<file path="src/rtl/alu_pipe.sv">
// Registered ALU with valid/ready handshakes on both sides and an iterative
// shift-add multiplier; flags are registered alongside the result.
module alu_pipe #(
    parameter int unsigned WIDTH   = 8,
    parameter int unsigned SHAMT_W = $clog2(WIDTH) + 1
) (
    input  logic             Clk,
    input  logic             Reset_n,
    input  logic             In_valid,
    output logic             In_ready,
    input  logic [WIDTH-1:0] InputA,
    input  logic [WIDTH-1:0] InputB,
    input  logic             SC_in,
    input  logic [3:0]       OP,
    output logic             Out_valid,
    input  logic             Out_ready,
    output logic [WIDTH-1:0] Out,
    output logic             SC_out,
    output logic             Zero,
    output logic             Parity,
    output logic             Odd,
    output logic             Illegal,
    output logic             Busy
);

    localparam int unsigned W2     = 2 * WIDTH;
    localparam logic [3:0]  OP_MUL = 4'd10;

    typedef enum logic [1:0] {IDLE, BUSY, DONE} state_t;

    state_t             state, state_nxt;
    logic [W2-1:0]      acc, acc_nxt, mcand, mcand_nxt, mul_sum;
    logic [WIDTH-1:0]   mplier, mplier_nxt;
    logic [SHAMT_W-1:0] cnt, cnt_nxt, sh_amt;
    logic [WIDTH-1:0]   out_nxt, alu_res;
    logic               sc_nxt, ill_nxt, alu_sc, alu_ill, accept, over;
    logic [WIDTH:0]     sum;
    logic [W2:0]        shl_t, shr_t;

    assign In_ready = Reset_n && ((state == IDLE) || ((state == DONE) && Out_ready));
    assign accept   = In_valid && In_ready;
    assign mul_sum  = acc + (mplier[0] ? mcand : '0);

    // Single-cycle operations; shift amount clamped to WIDTH so the fill saturates
    always_comb begin : alu
        alu_res = '0;
        alu_sc  = 1'b0;
        alu_ill = 1'b0;
        sum     = '0;
        over    = InputB > WIDTH'(WIDTH);
        sh_amt  = (InputB >= WIDTH'(WIDTH)) ? SHAMT_W'(WIDTH) : SHAMT_W'(InputB);
        shl_t   = {1'b0, InputA, {WIDTH{SC_in}}} << sh_amt;
        shr_t   = {{WIDTH{SC_in}}, InputA, 1'b0} >> sh_amt;
        case (OP)
            4'd0: begin
                sum     = {1'b0, InputA} + {1'b0, InputB} + (WIDTH+1)'(SC_in);
                alu_res = sum[WIDTH-1:0];
                alu_sc  = sum[WIDTH];
            end
            4'd1: begin
                sum     = {1'b0, InputA} - {1'b0, InputB} - (WIDTH+1)'(SC_in);
                alu_res = sum[WIDTH-1:0];
                alu_sc  = sum[WIDTH];
            end
            4'd2: alu_res = InputA & InputB;
            4'd3: alu_res = InputA | InputB;
            4'd4: alu_res = WIDTH'(^InputB);
            4'd5: begin
                alu_res = shl_t[W2-1:WIDTH];
                alu_sc  = over ? 1'b0 : shl_t[W2];
            end
            4'd6: begin
                alu_res = shr_t[WIDTH:1];
                alu_sc  = over ? 1'b0 : shr_t[0];
            end
            4'd7:  alu_res = WIDTH'(InputA == InputB);
            4'd8:  alu_res = WIDTH'(InputA != InputB);
            4'd9:  alu_res = WIDTH'(InputA < InputB);
            4'd10: alu_res = '0;
            default: alu_ill = 1'b1;
        endcase
    end

    // Next-state and next-register values
    always_comb begin : fsm
        state_nxt  = state;
        acc_nxt    = acc;
        mcand_nxt  = mcand;
        mplier_nxt = mplier;
        cnt_nxt    = cnt;
        out_nxt    = Out;
        sc_nxt     = SC_out;
        ill_nxt    = Illegal;
        case (state)
            BUSY: begin
                acc_nxt    = mul_sum;
                mcand_nxt  = mcand << 1;
                mplier_nxt = mplier >> 1;
                cnt_nxt    = cnt + SHAMT_W'(1);
                if (cnt == SHAMT_W'(WIDTH - 1)) begin
                    state_nxt = DONE;
                    out_nxt   = mul_sum[WIDTH-1:0];
                    sc_nxt    = |mul_sum[W2-1:WIDTH];
                    ill_nxt   = 1'b0;
                end
            end
            DONE: if (Out_ready) state_nxt = IDLE;
            default: state_nxt = state;
        endcase
        if (accept) begin
            if (OP == OP_MUL) begin
                state_nxt  = BUSY;
                acc_nxt    = '0;
                mcand_nxt  = {{WIDTH{1'b0}}, InputA};
                mplier_nxt = InputB;
                cnt_nxt    = '0;
            end else begin
                state_nxt = DONE;
                out_nxt   = alu_res;
                sc_nxt    = alu_sc;
                ill_nxt   = alu_ill;
            end
        end
    end

    always_ff @(posedge Clk) begin
        if (!Reset_n) begin
            state     <= IDLE;
            acc       <= '0;
            mcand     <= '0;
            mplier    <= '0;
            cnt       <= '0;
            Out       <= '0;
            SC_out    <= 1'b0;
            Zero      <= 1'b0;
            Parity    <= 1'b0;
            Odd       <= 1'b0;
            Illegal   <= 1'b0;
            Busy      <= 1'b0;
            Out_valid <= 1'b0;
        end else begin
            state     <= state_nxt;
            acc       <= acc_nxt;
            mcand     <= mcand_nxt;
            mplier    <= mplier_nxt;
            cnt       <= cnt_nxt;
            Out       <= out_nxt;
            SC_out    <= sc_nxt;
            Zero      <= ~|out_nxt;
            Parity    <= ^out_nxt;
            Odd       <= out_nxt[0];
            Illegal   <= ill_nxt;
            Busy      <= (state_nxt == BUSY);
            Out_valid <= (state_nxt == DONE);
        end
    end

endmodule

</file>
<file path="config.mk">
export PLATFORM = sky130hd
export DESIGN_NAME = alu_pipe
export DESIGN_NICKNAME = d
export VERILOG_FILES = /design/src/rtl/alu_pipe.sv
export SDC_FILE = /design/constraint.sdc
export NUM_CORES = 1
export LEC_CHECK = 0
export BUFFER_PORTS_ARGS = -buffer_cell sky130_fd_sc_hd__buf_2
export CAP_MARGIN = 25
export CORE_MARGIN = 5
export CORE_UTILIZATION = 40
export CTS_CLUSTER_DIAMETER = 100
export DETAILED_ROUTE_END_ITERATION = 12
export SLEW_MARGIN = 20
export SYNTH_ARGS = -nofsm -noshare
export SYNTH_HDL_FRONTEND = slang
export SYNTH_SLANG_ARGS = --single-unit
export TNS_END_PERCENT = 10
</file>
<file path="constraint.sdc">
create_clock -name Clk -period 3.8 [get_ports Clk]
set_clock_uncertainty 0.2 [all_clocks]
set_input_delay 0.38 -clock Clk [delete_from_list [all_inputs] [get_ports Clk]]
set_output_delay 0.38 -clock Clk [all_outputs]
set_load 0.01 [all_outputs]
</file>
==> metrics.txt <==
status finished clean; Hold Path Origin InputB[6]; Clock Latency Late Sink 0.33 ns; hold path cells 3; clock sinks 60; layout cells sized above 1 a little over a fifth; cells after synthesis 762; top cells by count, synth nand2_1, ha_1, nor2_1, dfxtp_1; r2r endpoint Parity; Root Buffer clkbuf_16; IO Pins 41; antenna violations before repair 0; Synth top area share between 20% and 30%; CTS clk-pin slew, worst paths 0.05 ns; Starting Density 41.1%; Netlist cell types 72; clock buffer count from CTS 9; DP Worst Slack -0.172 ns; syn_area_per_cell 7.86 µm²; HPWL Detailed 15200 µm; # diodes 0; Slew Viols, Final 0; DRC viols 0; Setup Fix Bufs, Post-CTS 0; largest net degree at the start of global routing 36; fin worst setup slack 0.169 ns; Die W 132 µm; vias per cell slightly below 6; Synth Net Count 858; minimum clock period roughly 3.6 ns; min-delay worst type input port to flop; fillers 1380; Final Cycle Share 95.6%; drt first-iter violations 325; synth top area cells dfxtp_1, ha_1, mux2i_1, nand2_1, nor2_1; H-tree levels 3; Port Buffer Count 40; R2R depth 14; Post-synth ARST share 0%; Post-synth EDFFs 0; slowest stage delay, CP 0.44 ns; TritonRoute pass-1 iters 5; via count approximately 6100; Finished Layout Cells 1054; Finish-stage setup viols 0; Routed Antenna Nets 0; Die H around 130 µm; GRT overflow 0; dominant synthesized flop cell dfxtp_1; CP startpoint kind input port; Worst setup EP type flop; critical path cell sequence buf_2 > fa_1 > inv_1 > fa_1 > nor2b_1 > o21ba_2 > or3_1 > a21oi_1 > xnor2_1 > a221oi_1 > buf_4 > a21o_1 > o21a_1 > ha_1 > xor2_1 > xnor2_1 > and2_1; FF-to-FF Start state[1]; Lkg Pwr about 3.2 nW; first-pass GRT wire length 30800 µm; nets 963; relative slew slack about three fifths; Final Hold Viols 0; via count of the first global-routing pass 5885; pwr dens about 270 nW/µm²; Area Overhead vs Synth 21.2%; most frequent cell after synthesis nand2_1; Yosys reg bits 60; final wirelength 19200 µm; placed cell count 1040; Seq/Total Area, Yosys 20.1%; GPL Wtd Cong approximately 0.97; Worst VDD drop between 0.2 and 0.25 mV; highest clock rate 275 MHz; worst-path fanout max 3; Worst EP arrival 3.65 ns; clock tree buffer depth 2; DR WL/cell 18.2 µm; Slowest cell on crit path fa_1; CTS tree built; RSZ-0062 raised after global routing false; critical path type input port to flop; Post-Syn Area 5990 µm²; Synth warnings 0; Cell Rows 44; reg-to-reg slack, setup approximately 0.45 ns; Worst Hold End mplier[6]; Max Cap Viol 0; Die ar. 17500 µm²; CP required 3.82 ns; gr usage total 21.2%; CORE AREA between 10000 and 15000 µm²; Worst Max-Slew Pin Slew 0.567 ns; leading area contributor after synthesis dfxtp_1
==> through the flow <==
stage	total power, mW	hold WS, ns	area, µm²	setup TNS [ns]	utilization [%]
6_report	1.94	0.104	7260	0	49.8
5_1_grt	2.03	0.161	7260	0	49.8
4_1_cts	1.95	0.108	7240	0	49.6
3_5_place_dp	1.19	0.266	6960	-0.172	47.7
3_3_place_gp	1.18	0.250	6960	-0.112	47.7
2_1_floorplan	0.971	0.232	5990	0	-
==> repair_timing <==
item,4_1_cts,5_1_grt
endpoints found under the setup margin,0,1
resized for setup,0,4
hold buffers,0,0
==> how the worst max path moves through the flow <==
stage | start | endpoint | slack, ns | cells after the start
after floorplan | InputB[2] | Parity | 0.03 | 14
after global placement | InputA[0] | Parity | -0.11 | 15
after detailed placement | InputA[0] | Parity | -0.17 | 15
after CTS | InputA[0] | Parity | 0.17 | 15
after global routing | InputA[0] | Parity | 0.05 | 15
final | InputA[0] | Parity | 0.17 | 17
==> where the power goes <==
| group | internal (mW) | total, mW | switching, mW |
|---|---|---|---|
| clock network | 0.483 | 0.750 | 0.267 |
| logic | 0.232 | 0.540 | 0.307 |
| registers | 0.642 | 0.648 | 0.00533 |
| total | 1.36 | 1.94 | 0.579 |
==> cells by family (layout without fill, tap and decap cells) <==
logic type,Yosys count,in the layout,synth area share [%]
compound gates,213,213,24.1
buf+inv,79,187,5.14
fa+ha+maj,71,71,15.5
simple gates,253,253,20.2
mux,54,54,10.4
flops,60,60,20.1
xor+xnor,32,32,4.68
==> routing by layer <==
metal,vias up,routed length [µm],GRT usage [%],share of wire [%]
met1,2871,8770,29.5,46
met2,219,8580,32.8,45
met4,0,467,7.24,2.4
li1,2971,-,-,-
met3,42,1360,4.31,7.1
met5,-,0,0,0
==> layout make-up <==
class / instances / area [µm²] / area share, %
Multi-Input combinational cell: 623 / 4510 / 62.1
Sequential cell: 60 / 1200 / 16.5
Timing Repair Buffer: 131 / 883 / 12.2
Clock buffer: 12 / 267 / 3.67
Tap cell: 184 / 230 / 3.17
Inverter: 42 / 158 / 2.17
Clock inverter: 2 / 10.0 / 0.138
==> cell usage in the layout (no fill, tap or decap), types with 12 or more instances in the layout <==
cell type | Yosys | final
buf_4 | 1 | 91
nand2_1 | 86 | 86
ha_1 | 66 | 65
nor2_1 | 62 | 61
dfxtp_1 | 60 | 60
o21ai_0 | 46 | 46
a21oi_1 | 46 | 45
buf_2 | 5 | 40
inv_1 | 39 | 39
mux2i_1 | 35 | 35
and2_1 | 20 | 20
xnor2_1 | 19 | 19
nor2b_1 | 15 | 15
nand3_1 | 14 | 14
mux2_2 | 14 | 14
nor3_1 | 13 | 13
xor2_1 | 13 | 13
a21o_1 | 12 | 12
a211oi_1 | 13 | 12
==> critical path: cells and delay by family <==
family                   cells  cell delay (ns)
AO/OA/AOI/OAI                5             1.06
adder cells (fa/ha/maj)      3             0.88
AND/OR/NAND/NOR              3             0.55
XOR/XNOR                     3             0.40
buffers and inverters        3             0.37
==> registers in the layout (all words and copies together) (netlist names), 2 cells and up <==
signal and cells:
Out 8, acc 16, mcand 16, mplier 8
state 2, cnt 4
No activity file was read; power rests on OpenSTA's default activity.
